$ cat src/rtl/sync_frame_pkg.sv
// Shared types and constants for the round-robin serial frame scheduler.
package sync_frame_pkg;

  typedef enum logic [2:0] {
    ST_IDLE = 3'd0,
    ST_HDR  = 3'd1,
    ST_PAY  = 3'd2,
    ST_PAR  = 3'd3,
    ST_GAP  = 3'd4
  } state_e;

  localparam logic [7:0] SYNC_DEFAULT = 8'hE8;
  localparam int         HDR_LEN      = 8;

  // Bits needed for a counter running 0 .. max_count-1.
  function automatic int cnt_width(input int max_count);
    if (max_count < 2) begin
      return 1;
    end else begin
      return $clog2(max_count);
    end
  endfunction

endpackage

$ cat src/rtl/sync_frame_sched_if.sv
// Request/payload bus and serial output bundle of the frame scheduler.
interface sync_frame_sched_if #(
  parameter int NREQ = 4,
  parameter int PLEN = 8
);
  localparam int IW = (NREQ > 1) ? $clog2(NREQ) : 1;

  logic [NREQ-1:0]      REQ;
  logic [NREQ*PLEN-1:0] DATA;
  logic [NREQ-1:0]      ACK;
  logic [IW-1:0]        GNT_ID;
  logic                 DOUT;
  logic                 DVALID;
  logic                 FSTART;
  logic                 BUSY;

  modport master (
    output REQ, DATA,
    input  ACK, GNT_ID, DOUT, DVALID, FSTART, BUSY
  );

  modport slave (
    input  REQ, DATA,
    output ACK, GNT_ID, DOUT, DVALID, FSTART, BUSY
  );
endinterface

$ cat src/rtl/sync_frame_sched_rr_arbiter.sv
// Combinational round-robin arbiter: first set request at or after the pointer wins.
module rr_arbiter #(
  parameter int NREQ = 4,
  parameter int IW   = 2
) (
  input  logic [NREQ-1:0] req_i,
  input  logic [IW-1:0]   ptr_i,
  output logic [NREQ-1:0] gnt_o,
  output logic [IW-1:0]   idx_o,
  output logic            any_o
);

  logic [IW-1:0] cand_s [NREQ];
  logic          found_s;
  logic [IW-1:0] idx_s;

  // Search order: pointer, pointer+1, ... wrapping at NREQ-1.
  always_comb begin
    for (int i = 0; i < NREQ; i++) begin
      cand_s[i] = IW'((int'(ptr_i) + i) % NREQ);
    end
  end

  // Pick the first requesting candidate in search order.
  always_comb begin
    found_s = 1'b0;
    idx_s   = '0;
    for (int i = 0; i < NREQ; i++) begin
      if (!found_s && req_i[cand_s[i]]) begin
        found_s = 1'b1;
        idx_s   = cand_s[i];
      end else begin
        idx_s   = idx_s;
      end
    end
  end

  // One-hot form of the winning index.
  always_comb begin
    gnt_o = '0;
    if (found_s) begin
      gnt_o[idx_s] = 1'b1;
    end else begin
      gnt_o = '0;
    end
  end

  assign idx_o = idx_s;
  assign any_o = found_s;

endmodule

$ cat src/rtl/sync_frame_sched.sv
// Round-robin scheduler emitting header + payload (+ optional parity) frames on one serial line.
// Optional even-parity bit after the payload: define SYNC_FRAME_PARITY_EN.
module sync_frame_sched
  import sync_frame_pkg::*;
#(
  parameter int         NREQ = 4,
  parameter int         PLEN = 8,
  parameter logic [7:0] SYNC = SYNC_DEFAULT,
  parameter int         GAP  = 2
) (
  input logic               CLK,
  input logic               RST,
  sync_frame_sched_if.slave bus
);

  localparam int IW   = (NREQ > 1) ? $clog2(NREQ) : 1;
  localparam int M1   = (PLEN > HDR_LEN) ? PLEN : HDR_LEN;
  localparam int CMAX = (GAP > M1) ? GAP : M1;
  localparam int CW   = cnt_width(CMAX);

  state_e          state_q, state_d;
  logic [CW-1:0]   cnt_q, cnt_d;
  logic [IW-1:0]   ptr_q, ptr_d;
  logic [IW-1:0]   gnt_id_q, gnt_id_d;
  logic [PLEN-1:0] shreg_q, shreg_d;
  logic [NREQ-1:0] ack_q, ack_d;
  logic            dout_q, dout_d;
  logic            dvalid_q, dvalid_d;
  logic            fstart_q, fstart_d;
  logic            busy_q, busy_d;

  logic [NREQ-1:0] arb_gnt_s;
  logic [IW-1:0]   arb_idx_s;
  logic            arb_any_s;
  logic [PLEN-1:0] win_data_s;
  logic [2:0]      hdr_idx_s;

`ifdef SYNC_FRAME_PARITY_EN
  logic par_q, par_d;

  function automatic logic even_par(input logic [PLEN-1:0] v);
    return ^v;
  endfunction
`endif

  rr_arbiter #(.NREQ(NREQ), .IW(IW)) u_arb (
    .req_i (bus.REQ),
    .ptr_i (ptr_q),
    .gnt_o (arb_gnt_s),
    .idx_o (arb_idx_s),
    .any_o (arb_any_s)
  );

  // Payload of the arbitration winner.
  always_comb begin
    win_data_s = '0;
    for (int i = 0; i < NREQ; i++) begin
      win_data_s = win_data_s | ({PLEN{arb_gnt_s[i]}} & bus.DATA[i*PLEN +: PLEN]);
    end
  end

  // Output registers present the bit of the cycle being entered, hence the look-ahead index.
  assign hdr_idx_s = 3'd6 - cnt_q[2:0];

  // Next-state, arbitration and registered-output look-ahead.
  always_comb begin
    state_d  = state_q;
    cnt_d    = cnt_q;
    ptr_d    = ptr_q;
    gnt_id_d = gnt_id_q;
    shreg_d  = shreg_q;
    ack_d    = '0;
    dout_d   = 1'b0;
    fstart_d = 1'b0;
`ifdef SYNC_FRAME_PARITY_EN
    par_d    = par_q;
`endif
    case (state_q)
      ST_IDLE: begin
        if (arb_any_s) begin
          state_d  = ST_HDR;
          cnt_d    = '0;
          ptr_d    = (arb_idx_s == IW'(NREQ - 1)) ? '0 : arb_idx_s + IW'(1);
          gnt_id_d = arb_idx_s;
          shreg_d  = win_data_s;
          ack_d    = arb_gnt_s;
          dout_d   = SYNC[7];
          fstart_d = 1'b1;
`ifdef SYNC_FRAME_PARITY_EN
          par_d    = even_par(win_data_s);
`endif
        end else begin
          state_d  = ST_IDLE;
        end
      end
      ST_HDR: begin
        if (cnt_q == CW'(HDR_LEN - 1)) begin
          state_d = ST_PAY;
          cnt_d   = '0;
          dout_d  = shreg_q[PLEN-1];
          shreg_d = shreg_q << 1;
        end else begin
          cnt_d   = cnt_q + CW'(1);
          dout_d  = SYNC[hdr_idx_s];
        end
      end
      ST_PAY: begin
        if (cnt_q == CW'(PLEN - 1)) begin
          cnt_d   = '0;
`ifdef SYNC_FRAME_PARITY_EN
          state_d = ST_PAR;
          dout_d  = par_q;
`else
          state_d = ST_GAP;
`endif
        end else begin
          cnt_d   = cnt_q + CW'(1);
          dout_d  = shreg_q[PLEN-1];
          shreg_d = shreg_q << 1;
        end
      end
      ST_PAR: begin
        state_d = ST_GAP;
        cnt_d   = '0;
      end
      ST_GAP: begin
        if (cnt_q == CW'(GAP - 1)) begin
          state_d = ST_IDLE;
          cnt_d   = '0;
        end else begin
          cnt_d   = cnt_q + CW'(1);
        end
      end
      default: begin
        state_d = ST_IDLE;
        cnt_d   = '0;
      end
    endcase
    dvalid_d = (state_d == ST_HDR) || (state_d == ST_PAY) || (state_d == ST_PAR);
    busy_d   = (state_d != ST_IDLE);
  end

  // State, pointer and output registers; reset truncates any frame in flight.
  always_ff @(posedge CLK or posedge RST) begin
    if (RST) begin
      state_q  <= ST_IDLE;
      cnt_q    <= '0;
      ptr_q    <= '0;
      gnt_id_q <= '0;
      shreg_q  <= '0;
      ack_q    <= '0;
      dout_q   <= 1'b0;
      dvalid_q <= 1'b0;
      fstart_q <= 1'b0;
      busy_q   <= 1'b0;
`ifdef SYNC_FRAME_PARITY_EN
      par_q    <= 1'b0;
`endif
    end else begin
      state_q  <= state_d;
      cnt_q    <= cnt_d;
      ptr_q    <= ptr_d;
      gnt_id_q <= gnt_id_d;
      shreg_q  <= shreg_d;
      ack_q    <= ack_d;
      dout_q   <= dout_d;
      dvalid_q <= dvalid_d;
      fstart_q <= fstart_d;
      busy_q   <= busy_d;
`ifdef SYNC_FRAME_PARITY_EN
      par_q    <= par_d;
`endif
    end
  end

  assign bus.ACK    = ack_q;
  assign bus.GNT_ID = gnt_id_q;
  assign bus.DOUT   = dout_q;
  assign bus.DVALID = dvalid_q;
  assign bus.FSTART = fstart_q;
  assign bus.BUSY   = busy_q;

endmodule

$ cat src/flat_wrapper.sv
// flat-port wrapper written by rule: the top's interface ports become plain ports
module sync_frame_sched_flat import sync_frame_pkg::*;
#(
  parameter int         NREQ = 4,
  parameter int         PLEN = 8,
  parameter logic [7:0] SYNC = SYNC_DEFAULT,
  parameter int         GAP  = 2
)
  (CLK, RST, bus_REQ, bus_DATA, bus_ACK, bus_GNT_ID, bus_DOUT, bus_DVALID, bus_FSTART, bus_BUSY);
  sync_frame_sched_if #(.NREQ(NREQ), .PLEN(PLEN)) bus_i ();
  input logic CLK;
  input logic RST;
  input wire logic [$bits(bus_i.REQ)-1:0] bus_REQ;
  input wire logic [$bits(bus_i.DATA)-1:0] bus_DATA;
  output wire logic [$bits(bus_i.ACK)-1:0] bus_ACK;
  output wire logic [$bits(bus_i.GNT_ID)-1:0] bus_GNT_ID;
  output wire logic [$bits(bus_i.DOUT)-1:0] bus_DOUT;
  output wire logic [$bits(bus_i.DVALID)-1:0] bus_DVALID;
  output wire logic [$bits(bus_i.FSTART)-1:0] bus_FSTART;
  output wire logic [$bits(bus_i.BUSY)-1:0] bus_BUSY;
  assign bus_i.REQ = bus_REQ;
  assign bus_i.DATA = bus_DATA;
  assign bus_ACK = bus_i.ACK;
  assign bus_GNT_ID = bus_i.GNT_ID;
  assign bus_DOUT = bus_i.DOUT;
  assign bus_DVALID = bus_i.DVALID;
  assign bus_FSTART = bus_i.FSTART;
  assign bus_BUSY = bus_i.BUSY;
  sync_frame_sched #(.NREQ(NREQ), .PLEN(PLEN), .SYNC(SYNC), .GAP(GAP)) u_core (.CLK(CLK), .RST(RST), .bus(bus_i));
endmodule
$ cat config.mk
export PLATFORM = sky130hd
export DESIGN_NAME = sync_frame_sched_flat
export DESIGN_NICKNAME = d
export VERILOG_FILES = /design/src/rtl/sync_frame_pkg.sv /design/src/rtl/sync_frame_sched_if.sv /design/src/rtl/sync_frame_sched_rr_arbiter.sv /design/src/rtl/sync_frame_sched.sv /design/src/flat_wrapper.sv
export SDC_FILE = /design/constraint.sdc
export NUM_CORES = 1
export LEC_CHECK = 0
export CAP_MARGIN = 10
export CORE_UTILIZATION = 46
export DETAILED_ROUTE_END_ITERATION = 16
export HOLD_SLACK_MARGIN = 0.06
export PLACE_DENSITY = 0.79
export SLEW_MARGIN = 15
export SYNTH_ARGS = -nofsm -noshare
export SYNTH_HDL_FRONTEND = slang
export SYNTH_HIERARCHICAL = 1
export SYNTH_SLANG_ARGS = --single-unit
export TNS_END_PERCENT = 50
$ cat constraint.sdc
create_clock -name CLK -period 2.4 [get_ports CLK]
set_input_delay 0.48 -clock CLK [delete_from_list [all_inputs] [get_ports CLK]]
set_output_delay 0.48 -clock CLK [all_outputs]
set_load 0.02 [all_outputs]
==> results.md <==
- Status: complete, no violations
- Power Total: 2.17 mW
- CP arrival: 2.45 ns
- Initial Util: 50.0%
- Rows: 20
- Multi-input logic area: 821 um2
- Crit. End Element: register
- Total setup buffers inserted after CTS: 0
- Via count: 1,477
- Type of origin of the critical path: primary input
- Final cell count without fillers: 250
- Worst setup path class: primary input to register
- Die Height: 60.3 um
- Final Skew: 0.00463 ns
- Max stage delay on crit path: 0.54 ns
- Sw Ratio: 38.2%
- Largest family of logic cells by synthesized area: compound AO/OA/AOI/OAI gates
- Vias in the first global route: 1,370
- Minimum clock period: 2.18 ns
- Placer Congestion: 0.752
- Clock Latency Late Sink: 0.32 ns
- DR iter-0 viols: 82
- Area grow syn2layout: 35.2%
- Leak: 0.852 nW
- Die area: 3630 um2
- Hold Buf Count CTS: 0
- Gate power share: 50.6%
- Clock power frac: 13.7%
- Largest net degree at the start of global routing: 27
- Syn. warnings: 6
- Max Freq: 458 MHz
- Antenna violations before repair: 0
- Final setup fails: 0
- Post-Place Cells: 246
- CP Cell Sequence: clkdlybuf4s50_1 > nor3_1 > a221oi_1 > nor2b_1 > a22oi_1 > o211ai_1 > a32o_1
- I/O Buffers: 47
- 1st-pass router iterations: 4
- All-Layer GR Usage: 23.7%
- Total CTS buffers: 3
- Simple logic cell fraction of the synthesized area: 13.7%
- P per Cell Area: 1030 nW/um2
- Post-DP HPWL: 3040 um
- P_int: 1.34 mW
- Net switching power: 0.828 mW
- #FFs+latches synth: 26
- Fin nets: 249
- Worst slack, placed: -0.0658 ns
- Detailed Route WL: 4030 um
- Htree depth: 1
- Register area: 651 um2
- Fill count: 261
- Core ar.: 3130 um2
- Max FO, Critical Path: 9
- Clk root buf: clkbuf_4
- Sequential share of power: 35.7%
- Routed Antenna Nets: 0
- CP Buf/Inv Count: 1
- Share of layout cells above drive strength 1: 11.2%
- GR Overflow Total: 0
- Ports: 48
- Detailed-route vias per instance: 5.91
- Final WS setup: 0.218 ns
- DRC: 0
- DIE WIDTH: 60.3 um
- CP delay by family, top: simple AND/OR/NAND/NOR gates
- XOR/XNOR Fraction of Synth Area: 1.12%
- Ant diodes: 0
- Worst vdd ir: 0.000576 V
- First-pass GRT wire length: 6320 um
- Mapped cell area: 1560 um2
- Worst path required time: 2.67 ns
- PostCTS Resize Cnt: 0
- Path type of the worst min-delay path: primary input to asynchronous set/reset pin
- Slew margin rel.: 47.2%
- CTS sink cnt: 26
- Unrepaired setup endpoints after global routing: no
- Syn nets: 205
- Total of max-cap violations: 0
- Max Slew Vio Count: 0
- CTS clk-pin slew, worst paths: 0.14 ns
- Fin. Hold Viols: 0
- Clock buffer depth: 2
- Tightest Pin Transition: 0.786 ns
- Post-synthesis average cell area: 9.59 um2
- Slowest cell on crit path: nor2b_1
- Post-synthesis mux area share: 4.80%
- Routed WL per cell: 16.1 um
- Period utilization: 90.9%
- Register area share after synthesis: 41.6%
- CTS tree: built
- Synth Area in Adders: 3.20%
- Gate Count Post-Synth: 163
- Synth Area in Compound Gates: 29.7%
- Unique cell type count in the Yosys netlist: 44
==> kinds of logic after synthesis <==
logic type,count (synthesis)
AO/OA/AOI/OAI,64
adder cells (fa/ha/maj),4
AND/OR/NAND/NOR,41
buffers and inverters,20
flip-flops,26
multiplexers,6
XOR/XNOR,2
==> final cells by class <==
class	instances	share of cell area, %
multi-input cells	117	38.8
flip-flops and latches	26	30.8
clock inverters	1	1.42
well taps	44	2.61
inverters	7	1.24
repair buffers	52	24.0
clock buffers	3	1.07
==> placed cells by master (no fill, tap or decap), types with 2 or more instances in the layout <==
| master | count |
|---|---|
| a21oi_1 | 13 |
| a22oi_1 | 17 |
| a32o_1 | 7 |
| and2_1 | 4 |
| buf_4 | 5 |
| clkbuf_4 | 3 |
| clkdlybuf4s50_1 | 47 |
| dfrtp_1 | 26 |
| ha_1 | 4 |
| inv_1 | 7 |
| mux2_2 | 4 |
| mux2_4 | 2 |
| nand2_1 | 5 |
| nand2b_1 | 2 |
| nor2_1 | 15 |
| nor2b_1 | 2 |
| nor3_1 | 3 |
| o211ai_1 | 7 |
| o21ai_0 | 7 |
| or2_2 | 2 |
| or3b_2 | 2 |
==> synthesized netlist by cell type (all sizes together) <==
cell,instances,area [um2]
dfrtp,26,651
a22oi,17,128
nor2,15,56.3
a21oi,14,73.8
buf,10,53.8
o21ai,8,40.0
a32o,7,70.1
inv,7,26.3
o211ai,7,52.6
mux2,6,75.1
nand2,5,18.8
and2,4,25.0
ha,4,50.1
clkbuf,3,11.3
nand2b,3,21.3
nor3,3,15.0
a211oi,2,20.0
nor2b,2,12.5
or2,2,12.5
or3b,2,17.5
a221o,1,10.0
a221oi,1,8.76
a22o,1,8.76
a2bb2oi,1,8.76
a311oi,1,8.76
and3,1,6.26
nand3b,1,7.51
nor4,1,6.26
nor4b,1,8.76
o211a,1,10.0
o21bai,1,7.51
o22ai,1,6.26
o32a,1,11.3
or3,1,6.26
xnor2,1,8.76
xor2,1,8.76
==> sequential cells by signal (all words and copies together), names as in the netlist, 2 cells and up <==
register,flops
u_core/ptr_q,2
u_core/bus.GNT_ID,2
u_core/state_q,3
u_core/shreg_q,8
u_core/cnt_q,3
u_core/bus.ACK,4
==> worst register-to-register path, cell delays in order, from the launching register on <==
cell and delay, ns:
dfrtp_1 0.45, ha_1 0.22, ha_1 0.26, mux2_4 0.33, or3_1 0.49, mux2_4 0.34
==> layer usage <==
| metal | track usage, % | vias to the layer above | routed length [um] |
|---|---|---|---|
| met4 | 8.31 | 0 | 52 |
| met5 | 0 | - | 0 |
| li1 | - | 695 | - |
| met3 | 4.98 | 7 | 410 |
| met2 | 41.4 | 74 | 1910 |
| met1 | 28.5 | 701 | 1660 |
==> metrics by stage <==
stage	hold slack, ns	area (um2)	utilization [%]	TNS [ns]
2_1_floorplan	0.466	1560	-	0
3_3_place_gp	0.476	2060	65.9	-0.0139
3_5_place_dp	0.482	2060	65.9	-0.300
4_1_cts	0.513	2110	67.6	0
5_1_grt	0.512	2110	67.6	0
6_report	0.508	2110	67.6	0
==> final timing paths <==
kind	endpoint	cells past startpoint	start	slack, ns
setup reg to reg	u_core/shreg_q[0]	5	u_core/cnt_q[0]	0.22
hold / removal	u_core/bus.ACK[1]	3	RST	0.51
min in group CLK	u_core/shreg_q[5]	1	u_core/shreg_q[5]	0.51
setup / recovery	u_core/shreg_q[7]	7	bus_REQ[1]	0.22
hold reg to reg	u_core/shreg_q[5]	1	u_core/shreg_q[5]	0.51
max in group asynchronous	u_core/shreg_q[1]	3	RST	1.64
==> power by group through the flow <==
stage	clock (mW)	sequential, mW	combinational [mW]
detailed placement	0	0.782	1.09
global route	0.327	0.805	1.21
finish	0.297	0.775	1.10
CTS	0.307	0.773	1.10
floorplan	0	0.765	0.797
global placement	0	0.766	1.06
(Power assumes the default switching activity.)
==> variant, RTL diff (same flow settings) <==
The option `SYNC_FRAME_PARITY_EN` is turned on by a define.
--- a/src/rtl/sync_frame_sched.sv
+++ b/src/rtl/sync_frame_sched.sv
@@ -1,5 +1,7 @@
 // Round-robin scheduler emitting header + payload (+ optional parity) frames on one serial line.
 // Optional even-parity bit after the payload: define SYNC_FRAME_PARITY_EN.
+`define SYNC_FRAME_PARITY_EN
+
 module sync_frame_sched
   import sync_frame_pkg::*;
 #(
Check against the original RTL: no difference found for any inputs over 10 cycles, from zero or initial values and one cycle with RST high; that may be too few to reach the edited logic, so the function may still have changed.
==> variant against the unedited design <==
- the flow now finishes with violations (setup timing)
- power increased by 21%
- wire length increased by 23%
- setup slack got worse by 0.34 ns
- clock skew about the same
- non-clock buffer count increased by 33
- via count increased by 23%
- area after synthesis increased by 12%
- maximum frequency decreased by 13%
- sequential cell count increased by 1
- design area increased by 28%
- critical endpoint is now u_core/par_q
- highest routed layer unchanged
==> variant: results (changes against the unedited design) <==
| Metric | Value |
|---|---|
| Sequential fraction of the synthesis area | 0.386 (-0.0301) |
| Place WS | -0.605 ns (-0.539 ns) |
| Status | complete, but fails checks |
| Failing checks | setup timing |
| Non-clk buf share | 0.287 (+0.0465) |
| GRT Util Overall | 0.239 (+0.00212) |
| Largest net degree at the start of global routing | 28 (+3.7%) |
| Compound-cell area share of the yosys netlist | 0.274 (-0.0231) |
| GR Util met2 | 0.400 (-0.0142) |
| Layout fillers | 270 (+3.4%) |
| Non-Clock Inverter Count | 8 (+1) |
| Met1 usage | 0.313 (+0.0283) |
| Final Worst Setup Slack | -0.120 ns (-0.338 ns) |
| Final setup vio count | 1 (+1) |
| Initial drt markers | 90 (+9.8%) |
| Max_slew headroom | 0.669 (+0.197) |
| Met3 Resource Use GR | 0.0236 (-0.0262) |
| Adder-Cell Fraction of Synth Area | 0.0358 (+0.00374) |
| Total Negative Setup Slacks | -0.120 ns (-0.120 ns) |
| Clk_skew | 0.00491 ns (+0.000274 ns) |
| Max incr delay on CP | 0.49 ns (-0.05 ns) |
| DR vias | 1818 (+23%) |
| Critical R2R Launch | u_core/ptr_q[1] |
| Hold Path Class | register to register |
| Switching Power | 0.00107 W (+29%) |
| Crit Path Max Fanout | 7 (-2) |
| First-pass GRT wire length | 7570 um (+20%) |
| Reg clk slew, reported paths | 0.09 ns (-0.05 ns) |
| Vias in the first global route | 1681 (+23%) |
| Routability cong. | 0.875 (+16%) |
| Synth Net Count | 238 (+16%) |
| Post-synthesis mux area share | 0.0730 (+0.0249) |
| Critical Path Slowest Stage Cell | dfrtp_2 |
| DP HPWL | 3210 um (+5.5%) |
| Post-CTS Repair Setup Buffers | 8 (+8) |
| Clock root buffer | clkbuf_8 |
| Synth Area in XOR/XNOR | 0 (-0.0112) |
| Mean area per synthesized cell | 8.97 um^2 (-6.4%) |
==> variant: worst max-delay path, delay by kind of cell, from the launching register on <==
family / cells / cell delay, ns
AOI/OAI and AO/OA: 6 / 1.55
DFF: 1 / 0.49
and+or+nand+nor: 1 / 0.06
buffers and inverters: 2 / 0.33
==> variant: worst paths after layout <==
check	to	slack, ns	depth (start not counted)
worst max-delay path	u_core/par_q	-0.12	9
worst min-delay path	u_core/bus.GNT_ID[1]	0.49	2
worst max register to register	u_core/par_q	-0.12	9
worst min register to register	u_core/bus.GNT_ID[1]	0.49	2
max in group asynchronous	u_core/ptr_q[0]	1.59	3
min in group asynchronous	u_core/state_q[1]	0.54	3
==> variant: power by group through the flow <==
stage	combinational [W]	sequential (W)	clock, W
after floorplan	0.000871	0.000750	0
after CTS	0.00148	0.000751	0.000272
after global placement	0.00126	0.000742	0
final	0.00162	0.000749	0.000264
after detailed placement	0.00131	0.000749	0
after global routing	0.00175	0.000770	0.000293
